**src/rtl/pe_result_accum_if.sv**
```systemverilog
// Handshake, configuration and status bundle between the PE result stream,
// the group accumulator and the write-back consumer.
interface pe_result_accum_if #(
  parameter int RESULT_WIDTH = 16,
  parameter int LEN_WIDTH    = 8,
  parameter int OUT_WIDTH    = 16
);
  logic        [LEN_WIDTH-1:0]    cfg_len;
  logic        [3:0]              cfg_shift;
  logic                           in_valid;
  logic                           in_ready;
  logic signed [RESULT_WIDTH-1:0] in_result;
  logic                           out_valid;
  logic                           out_ready;
  logic signed [OUT_WIDTH-1:0]    out_data;
  logic                           out_sat;
  logic                           busy;

  // Driver side: the PE plus the consumer of completed groups.
  modport master (
    output cfg_len, cfg_shift, in_valid, in_result, out_ready,
    input  in_ready, out_valid, out_data, out_sat, busy
  );

  // Accumulator side.
  modport slave (
    input  cfg_len, cfg_shift, in_valid, in_result, out_ready,
    output in_ready, out_valid, out_data, out_sat, busy
  );
endinterface

```
**src/rtl/pe_result_accum.sv**
```systemverilog
// Sums groups of consecutive signed PE results, rescales each group sum by an
// arithmetic right shift and saturates it into a one-deep valid/ready output.
module pe_result_accum #(
  parameter int RESULT_WIDTH = 16,
  parameter int LEN_WIDTH    = 8,
  parameter int ACC_WIDTH    = 24,
  parameter int OUT_WIDTH    = 16
) (
  input  logic           clk,
  input  logic           rst,
  pe_result_accum_if.slave bus
);

  localparam logic signed [ACC_WIDTH-1:0] OUT_MAX =
    {{(ACC_WIDTH-OUT_WIDTH+1){1'b0}}, {(OUT_WIDTH-1){1'b1}}};
  localparam logic signed [ACC_WIDTH-1:0] OUT_MIN =
    {{(ACC_WIDTH-OUT_WIDTH+1){1'b1}}, {(OUT_WIDTH-1){1'b0}}};
  localparam logic [LEN_WIDTH:0] LEN_ONE = {{LEN_WIDTH{1'b0}}, 1'b1};

  // A programmed length of zero stands for the full 2^LEN_WIDTH group.
  function automatic logic [LEN_WIDTH:0] decode_len(input logic [LEN_WIDTH-1:0] l);
    return (l == '0) ? {1'b1, {LEN_WIDTH{1'b0}}} : {1'b0, l};
  endfunction

  function automatic logic signed [ACC_WIDTH-1:0] shift_floor(
    input logic signed [ACC_WIDTH-1:0] v,
    input logic        [3:0]           s
  );
    return v >>> s;
  endfunction

  // Returns {clamped, value}; value is the low OUT_WIDTH bits after clamping.
  function automatic logic [OUT_WIDTH:0] saturate(input logic signed [ACC_WIDTH-1:0] v);
    logic signed [ACC_WIDTH-1:0] c;
    logic                        clamped;
    c       = v;
    clamped = 1'b0;
    if (v > OUT_MAX) begin
      c       = OUT_MAX;
      clamped = 1'b1;
    end else if (v < OUT_MIN) begin
      c       = OUT_MIN;
      clamped = 1'b1;
    end
    return {clamped, c[OUT_WIDTH-1:0]};
  endfunction

  logic signed [ACC_WIDTH-1:0] acc;
  logic        [LEN_WIDTH-1:0] cnt;
  logic        [LEN_WIDTH-1:0] len_q;
  logic        [3:0]           shift_q;

  logic signed [OUT_WIDTH-1:0] out_data_p1;
  logic                        out_sat_p1;
  logic                        vld_p1;

  logic                        first_p0;
  logic        [LEN_WIDTH:0]   eff_len_p0;
  logic        [3:0]           eff_shift_p0;
  logic                        last_p0;
  logic                        in_ready_p0;
  logic                        in_beat_p0;
  logic                        out_beat_p0;
  logic signed [ACC_WIDTH-1:0] sum_p0;
  logic signed [ACC_WIDTH-1:0] shifted_p0;
  logic        [OUT_WIDTH:0]   sat_res_p0;

  // Stage p0: beat decode, running sum and the rescaled/saturated candidate.
  always_comb begin
    first_p0     = (cnt == '0);
    eff_len_p0   = first_p0 ? decode_len(bus.cfg_len) : decode_len(len_q);
    eff_shift_p0 = first_p0 ? bus.cfg_shift : shift_q;
    last_p0      = ({1'b0, cnt} == (eff_len_p0 - LEN_ONE));
    // Only a completing beat needs the output slot, so only it can stall.
    in_ready_p0  = !(last_p0 && vld_p1 && !bus.out_ready);
    in_beat_p0   = bus.in_valid && in_ready_p0;
    out_beat_p0  = vld_p1 && bus.out_ready;
    sum_p0       = acc + {{(ACC_WIDTH-RESULT_WIDTH){bus.in_result[RESULT_WIDTH-1]}},
                          bus.in_result};
    shifted_p0   = shift_floor(sum_p0, eff_shift_p0);
    sat_res_p0   = saturate(shifted_p0);
  end

  always_ff @(posedge clk or posedge rst) begin
    if (rst) begin
      acc     <= '0;
      cnt     <= '0;
      len_q   <= '0;
      shift_q <= '0;
    end else if (in_beat_p0) begin
      if (first_p0) begin
        len_q   <= bus.cfg_len;
        shift_q <= bus.cfg_shift;
      end
      if (last_p0) begin
        acc <= '0;
        cnt <= '0;
      end else begin
        acc <= sum_p0;
        cnt <= cnt + 1'b1;
      end
    end
  end

  // Stage p1: one-deep output register; a completion while draining refills it.
  always_ff @(posedge clk or posedge rst) begin
    if (rst) begin
      vld_p1      <= 1'b0;
      out_data_p1 <= '0;
      out_sat_p1  <= 1'b0;
    end else begin
      if (in_beat_p0 && last_p0) begin
        vld_p1      <= 1'b1;
        out_data_p1 <= sat_res_p0[OUT_WIDTH-1:0];
        out_sat_p1  <= sat_res_p0[OUT_WIDTH];
      end else if (out_beat_p0) begin
        vld_p1 <= 1'b0;
      end
    end
  end

  assign bus.in_ready  = in_ready_p0;
  assign bus.out_valid = vld_p1;
  assign bus.out_data  = out_data_p1;
  assign bus.out_sat   = out_sat_p1;
  assign bus.busy      = (cnt != '0);

endmodule

```
**src/flat_wrapper.sv**
```systemverilog
// flat-port wrapper written by rule: the top's interface ports become plain ports
module pe_result_accum_flat 
#(
  parameter int RESULT_WIDTH = 16,
  parameter int LEN_WIDTH    = 8,
  parameter int ACC_WIDTH    = 24,
  parameter int OUT_WIDTH    = 16
)
  (clk, rst, bus_cfg_len, bus_cfg_shift, bus_in_valid, bus_in_result, bus_out_ready, bus_in_ready, bus_out_valid, bus_out_data, bus_out_sat, bus_busy);
  pe_result_accum_if #(.RESULT_WIDTH(RESULT_WIDTH), .LEN_WIDTH(LEN_WIDTH), .OUT_WIDTH(OUT_WIDTH)) bus_i ();
  input  logic clk;
  input  logic rst;
  input wire logic [$bits(bus_i.cfg_len)-1:0] bus_cfg_len;
  input wire logic [$bits(bus_i.cfg_shift)-1:0] bus_cfg_shift;
  input wire logic [$bits(bus_i.in_valid)-1:0] bus_in_valid;
  input wire logic [$bits(bus_i.in_result)-1:0] bus_in_result;
  input wire logic [$bits(bus_i.out_ready)-1:0] bus_out_ready;
  output wire logic [$bits(bus_i.in_ready)-1:0] bus_in_ready;
  output wire logic [$bits(bus_i.out_valid)-1:0] bus_out_valid;
  output wire logic [$bits(bus_i.out_data)-1:0] bus_out_data;
  output wire logic [$bits(bus_i.out_sat)-1:0] bus_out_sat;
  output wire logic [$bits(bus_i.busy)-1:0] bus_busy;
  assign bus_i.cfg_len = bus_cfg_len;
  assign bus_i.cfg_shift = bus_cfg_shift;
  assign bus_i.in_valid = bus_in_valid;
  assign bus_i.in_result = bus_in_result;
  assign bus_i.out_ready = bus_out_ready;
  assign bus_in_ready = bus_i.in_ready;
  assign bus_out_valid = bus_i.out_valid;
  assign bus_out_data = bus_i.out_data;
  assign bus_out_sat = bus_i.out_sat;
  assign bus_busy = bus_i.busy;
  pe_result_accum #(.RESULT_WIDTH(RESULT_WIDTH), .LEN_WIDTH(LEN_WIDTH), .ACC_WIDTH(ACC_WIDTH), .OUT_WIDTH(OUT_WIDTH)) u_core (.clk(clk), .rst(rst), .bus(bus_i));
endmodule
```
**config.mk**
```make
export PLATFORM = sky130hd
export DESIGN_NAME = pe_result_accum_flat
export DESIGN_NICKNAME = d
export VERILOG_FILES = /design/src/rtl/pe_result_accum_if.sv /design/src/rtl/pe_result_accum.sv /design/src/flat_wrapper.sv
export SDC_FILE = /design/constraint.sdc
export NUM_CORES = 1
export LEC_CHECK = 0
export CAP_MARGIN = 20
export CORE_MARGIN = 2
export CORE_UTILIZATION = 30
export CTS_BUF_LIST = sky130_fd_sc_hd__clkbuf_4
export CTS_CLUSTER_SIZE = 20
export DETAILED_ROUTE_END_ITERATION = 8
export PLACE_DENSITY = 0.52
export SETUP_SLACK_MARGIN = 0.4
export SYNTH_ARGS = -nofsm -noshare
export SYNTH_HDL_FRONTEND = slang
export SYNTH_SLANG_ARGS = --single-unit
```
**constraint.sdc**
```tcl
create_clock -name clk -period 11.32 [get_ports clk]
set_clock_uncertainty 0.15 [all_clocks]
set_input_delay 2.264 -clock clk [delete_from_list [all_inputs] [get_ports clk]]
set_output_delay 2.264 -clock clk [all_outputs]
set_load 0.1 [all_outputs]
```
* Word level (Yosys, flattened, before mapping) *
Cells that the tools add are included.

storage, ports and cells
  flip-flop bits (word level) = 62
  output and inout bits = 20
  input port bits = 32

operators by class
  shift-type cells = 1
  order comparisons = 2
  reduce and logical (&&, ||, !) cells = 13
  multiplexer cells = 12
  add/sub/neg operators = 3
  equality and inequality tests = 1

operator list
  operator                number
  $mux W16                2
  $mux W9                 3
  $add A24 B24 Y24        1
  $gt A24 B16 Y1 const B  1
  $logic_not A8 Y1        3
  $lt A24 B16 Y1 const B  1
  $mux W24                1
  $sshr A24 B4 Y24        1
  $eq A8 B9 Y1            1
  $sub A9 B1 Y9 const B   1
  $add A8 B1 Y8 const B   1
  $mux W8                 1
  $reduce_bool A8 Y1      1
  $logic_and A1 B1 Y1     5
  $mux W1                 4
  $mux W4                 1
  $logic_not A1 Y1        2
  $reduce_and A2 Y1       1
  $reduce_bool A2 Y1      1

* Depth between registers and ports, before layout *
  depth in word-level cells = 11
  depth in mapped cells = 19
  mapped depth without buffers = 17

* Worst setup path after synthesis *
No wires, ideal clock.

  path kind = in2out
  start point = input port bus_cfg_len[2]
  end point = output port bus_in_ready
  path slack = 4.699 ns
  cell stages on the path = 7
  arrival time = 4.207 ns
  path buffers = 0
  cells stage by stage = or4_1 > nor3_1 > o21ai_0 > xnor2_1 > nor4_1 > nand4_1 > or2_2

on the way
  cells in the longest elaborated chain, start to end = 8

RTL lines
  element                             RTL line               text
  start: declaration                  flat_wrapper.sv:13     input wire logic [$bits(bus_i.cfg_len)-1:0] bus_cfg_len;
  $logic_not A8 Y1                    pe_result_accum.sv:22  return (l == '0) ? {1'b1, {LEN_WIDTH{1'b0}}} : {1'b0, l};
  $mux W9 *                           pe_result_accum.sv:22
  $mux W9 *                           pe_result_accum.sv:71  eff_len_p0 = first_p0 ? decode_len(bus.cfg_len) : decode_len(len_q);
  $sub A9 B1 Y9 *                     pe_result_accum.sv:73  last_p0 = ({1'b0, cnt} == (eff_len_p0 - LEN_ONE));
  $eq A8 B9 Y1 *                      pe_result_accum.sv:73
  $logic_and A1 B1 Y1 * (2 in a row)  pe_result_accum.sv:75  in_ready_p0 = !(last_p0 && vld_p1 && !bus.out_ready);
  $logic_not A1 Y1 *                  pe_result_accum.sv:75
  end: declaration                    flat_wrapper.sv:18     output wire logic [$bits(bus_i.in_ready)-1:0] bus_in_ready;

Mark *: on every way between the ends. The rest lies on a longest branch, timed or not.

* Worst setup path after layout *
Ends and elaborated chain as after synthesis.

==> flow_metrics.tcl <==
set metrics [dict create \
    placed_cell_area_um2 6170 \
    ys_ff_latch 62 \
    num-fill-cells 1914 \
    drc 0 \
    p_leak_nw 2.53 \
    synth-main-ff-cell "dfrtp_1" \
    initial_core_util_pct 30.5 \
    nets 763 \
    clk_path_buf_depth 2 \
    cts-root-buf "clkbuf_4" \
    fmax_ghz 0.120 \
    diodes 0 \
    cts_resized 0 \
    synthCells 669 \
    detail_route.wirelength_um 16300 \
    yosysWarnings 0 \
    synth.distinct_cells 71 \
    yosysSeqAreaShare_pct 28.5 \
    tns_ps 0 \
    avgSynthCellArea_um2 8.15 \
    clkSinkCount 62 \
    pin_count 52 \
    rows 49 \
    reg2reg_depth 14 \
    max_slew_margin_pct 34.1 \
    setup.worst_path.end_class "primary output" \
    cp_data_required_time_ps 8910 \
    ys_async_sr_fraction_pct 100 \
    startpoint "bus_cfg_len[2]" \
    rsz0062_at_grt "no" \
    clk-insertion-delay-late_ps 430 \
    finalSetupViolCount 0 \
    multi_input_area_um2 3690 \
    grt_use_total_pct 17.2 \
    fin_crit_ps 8330 \
    wl_per_cell_um 17.5 \
    vias 5362 \
    synth_edf_count 0 \
    hold_class "reg -> reg" \
    post-synth-top-count-cell "nand2_1" \
    dp_hpwl_um 12200 \
    clk_pin_slew_ps 110 \
    synth_top_area_cell "dfrtp_1" \
    cts_tree "done" \
    grt_pass1_vias 5315 \
    powerDensity_nw_per_um2 252 \
    crit_type "in -> out" \
    synthTopCellsByCount "nand2_1, nor2_1, dfrtp_1" \
    cp_max_fo 6 \
    firstDrtPassIters 5 \
    synth_nets 728 \
    grt_pass1_wl_um 27000 \
    endpoint "bus_in_ready" \
    routabilityCongestion 0.882 \
    grt_overflow 0 \
    rrSetupSlack_ps 5480 \
    drt_iter0_drc 277 \
    drv_cap 0 \
    regArea_um2 1550 \
    cts_htree_levels 3 \
    timing.critical_path.mode_cell "clkdlybuf4s50_1" \
    peakVddDrop_uv 103 \
    synth_area_um2 5450 \
    antenna_found_initial 0 \
    status "complete, no violations" \
    period_share_pct 73.6 \
    hold_violations 0 \
    r2r-end "u_core.bus.out_data[7]" \
    arrival_ps 5910 \
    layout-drive-gt1-share_pct 7.21 \
    slowest_delay_ps 970 \
    die_w_um 139 \
    vias_per_cell 5.73 \
    final_cell_area_um2 6260 \
    path_cells "clkdlybuf4s50_1 > or4_1 > nor3_1 > o21ai_0 > xnor2_1 > nor4_1 > nand4_1 > or2_2 > clkdlybuf4s50_1" \
    fin_util_pct 35.0 \
    reg2reg_from "u_core.cnt[0]" \
    detail-route-antenna-nets 0 \
    dieHeight_um 139 \
    tightest_slew_ps 986 \
    power.total_mw 1.58 \
    port_buffers 51 \
    core_area_um2 17900 \
    synth_area_leaders "dfrtp_1, ha_1, nand2_1" \
    yosysTopAreaCellShare_pct 28.5 \
    syn2layout_area_growth_pct 14.9 \
    cts_made_buffers 9 \
    slew_viol_final 0 \
    die_area_um2 19300 \
    startpoint_type "input port" \
    grt_start_max_net_pins 63 \
    post-cts-setup-buffers 0 \
    slowest_stage "clkdlybuf4s50_1" \
    cts_hold_buf 0 \
]
==> cells in the final DEF, fill, tap and decap left out, drive strengths merged, types with 5 or more instances in the layout <==
cell           count
a211oi            20
xnor2             20
inv               18
nor4               8
or2                5
xor2              11
nand2             71
a311oi             5
o22ai             18
a21oi             47
and3               7
nor2              67
buf                9
dfrtp             62
or4                6
nand4              8
and2              11
nand2b             5
a211o             11
a221oi             5
clkdlybuf4s50     51
nand3             21
nor3              13
a22o              17
o21ai             41
clkbuf            10
a21o              10
mux2              10
a31oi              7
ha                26
mux2i             17
==> area by class of cell <==
class / instances / share of cell area, %
Sequential cell: 62 / 24.8
Timing Repair Buffer: 60 / 9.23
Inverter: 18 / 1.08
Multi-Input combinational cell: 553 / 58.9
Clock buffer: 10 / 1.20
Tap cell: 229 / 4.57
Clock inverter: 4 / 0.260
==> how the worst min path moves through the flow <==
stage	from	to	slack, ps	cells after the start
2_1_floorplan	u_core.acc[11]	u_core.acc[11]	300	2
3_3_place_gp	u_core.acc[22]	u_core.acc[22]	320	2
3_5_place_dp	u_core.acc[8]	u_core.acc[8]	330	2
4_1_cts	u_core.acc[8]	u_core.acc[8]	350	2
5_1_grt	u_core.acc[22]	u_core.acc[22]	380	2
6_report	u_core.acc[8]	u_core.acc[8]	350	2
==> power by group <==
| group | internal [mW] | switching (mW) | leakage [nW] | total, mW |
|---|---|---|---|---|
| Clock | 0.0427 | 0.0803 | 0.0546 | 0.123 |
| Combinational | 0.439 | 0.685 | 1.77 | 1.12 |
| Sequential | 0.281 | 0.0502 | 0.714 | 0.331 |
| Total | 0.762 | 0.816 | 2.53 | 1.58 |
==> metrics by stage <==
| step | hold WS (ps) | std cells | setup slack (ps) |
|---|---|---|---|
| 5_1_grt | 384 | 936 | 2790 |
| 2_1_floorplan | 304 | 669 | 4700 |
| 3_5_place_dp | 327 | 922 | 2990 |
| 4_1_cts | 353 | 936 | 2970 |
| 6_report | 350 | 936 | 2990 |
| 3_3_place_gp | 323 | 922 | 3050 |
==> per-layer routing <==
layer	up-vias	global-route usage, %	share of wire [%]
li1	2606	-	-
met1	2578	20.8	44
met2	152	30.4	50
met3	26	3.97	4.1
met4	0	4.84	2.1
met5	-	0	0
==> kinds of logic after synthesis <==
family,Yosys count,share of synthesized area (%)
adders and majority gates,27,6.33
AOI/OAI and AO/OA,232,29.6
buffers and inverters,54,4.13
muxes,29,6.01
DFF,62,28.5
xor gates and xnor gates,31,4.98
and+or+nand+nor,234,20.5
==> flip-flops by register name (all words and copies together), names as in the netlist <==
name	count
u_core.acc	24
u_core.bus.out_data	16
u_core.bus.out_sat	1
u_core.bus.out_valid	1
u_core.cnt	8
u_core.len_q	8
u_core.shift_q	4
==> worst max-delay path: cells and delay by family <==
| kind | cells | cell delay, ps |
|---|---|---|
| xor+xnor | 1 | 160 |
| compound gates | 1 | 120 |
| buf+inv | 2 | 1460 |
| simple gates | 5 | 1910 |
Power figures use the tool's default switching activity.
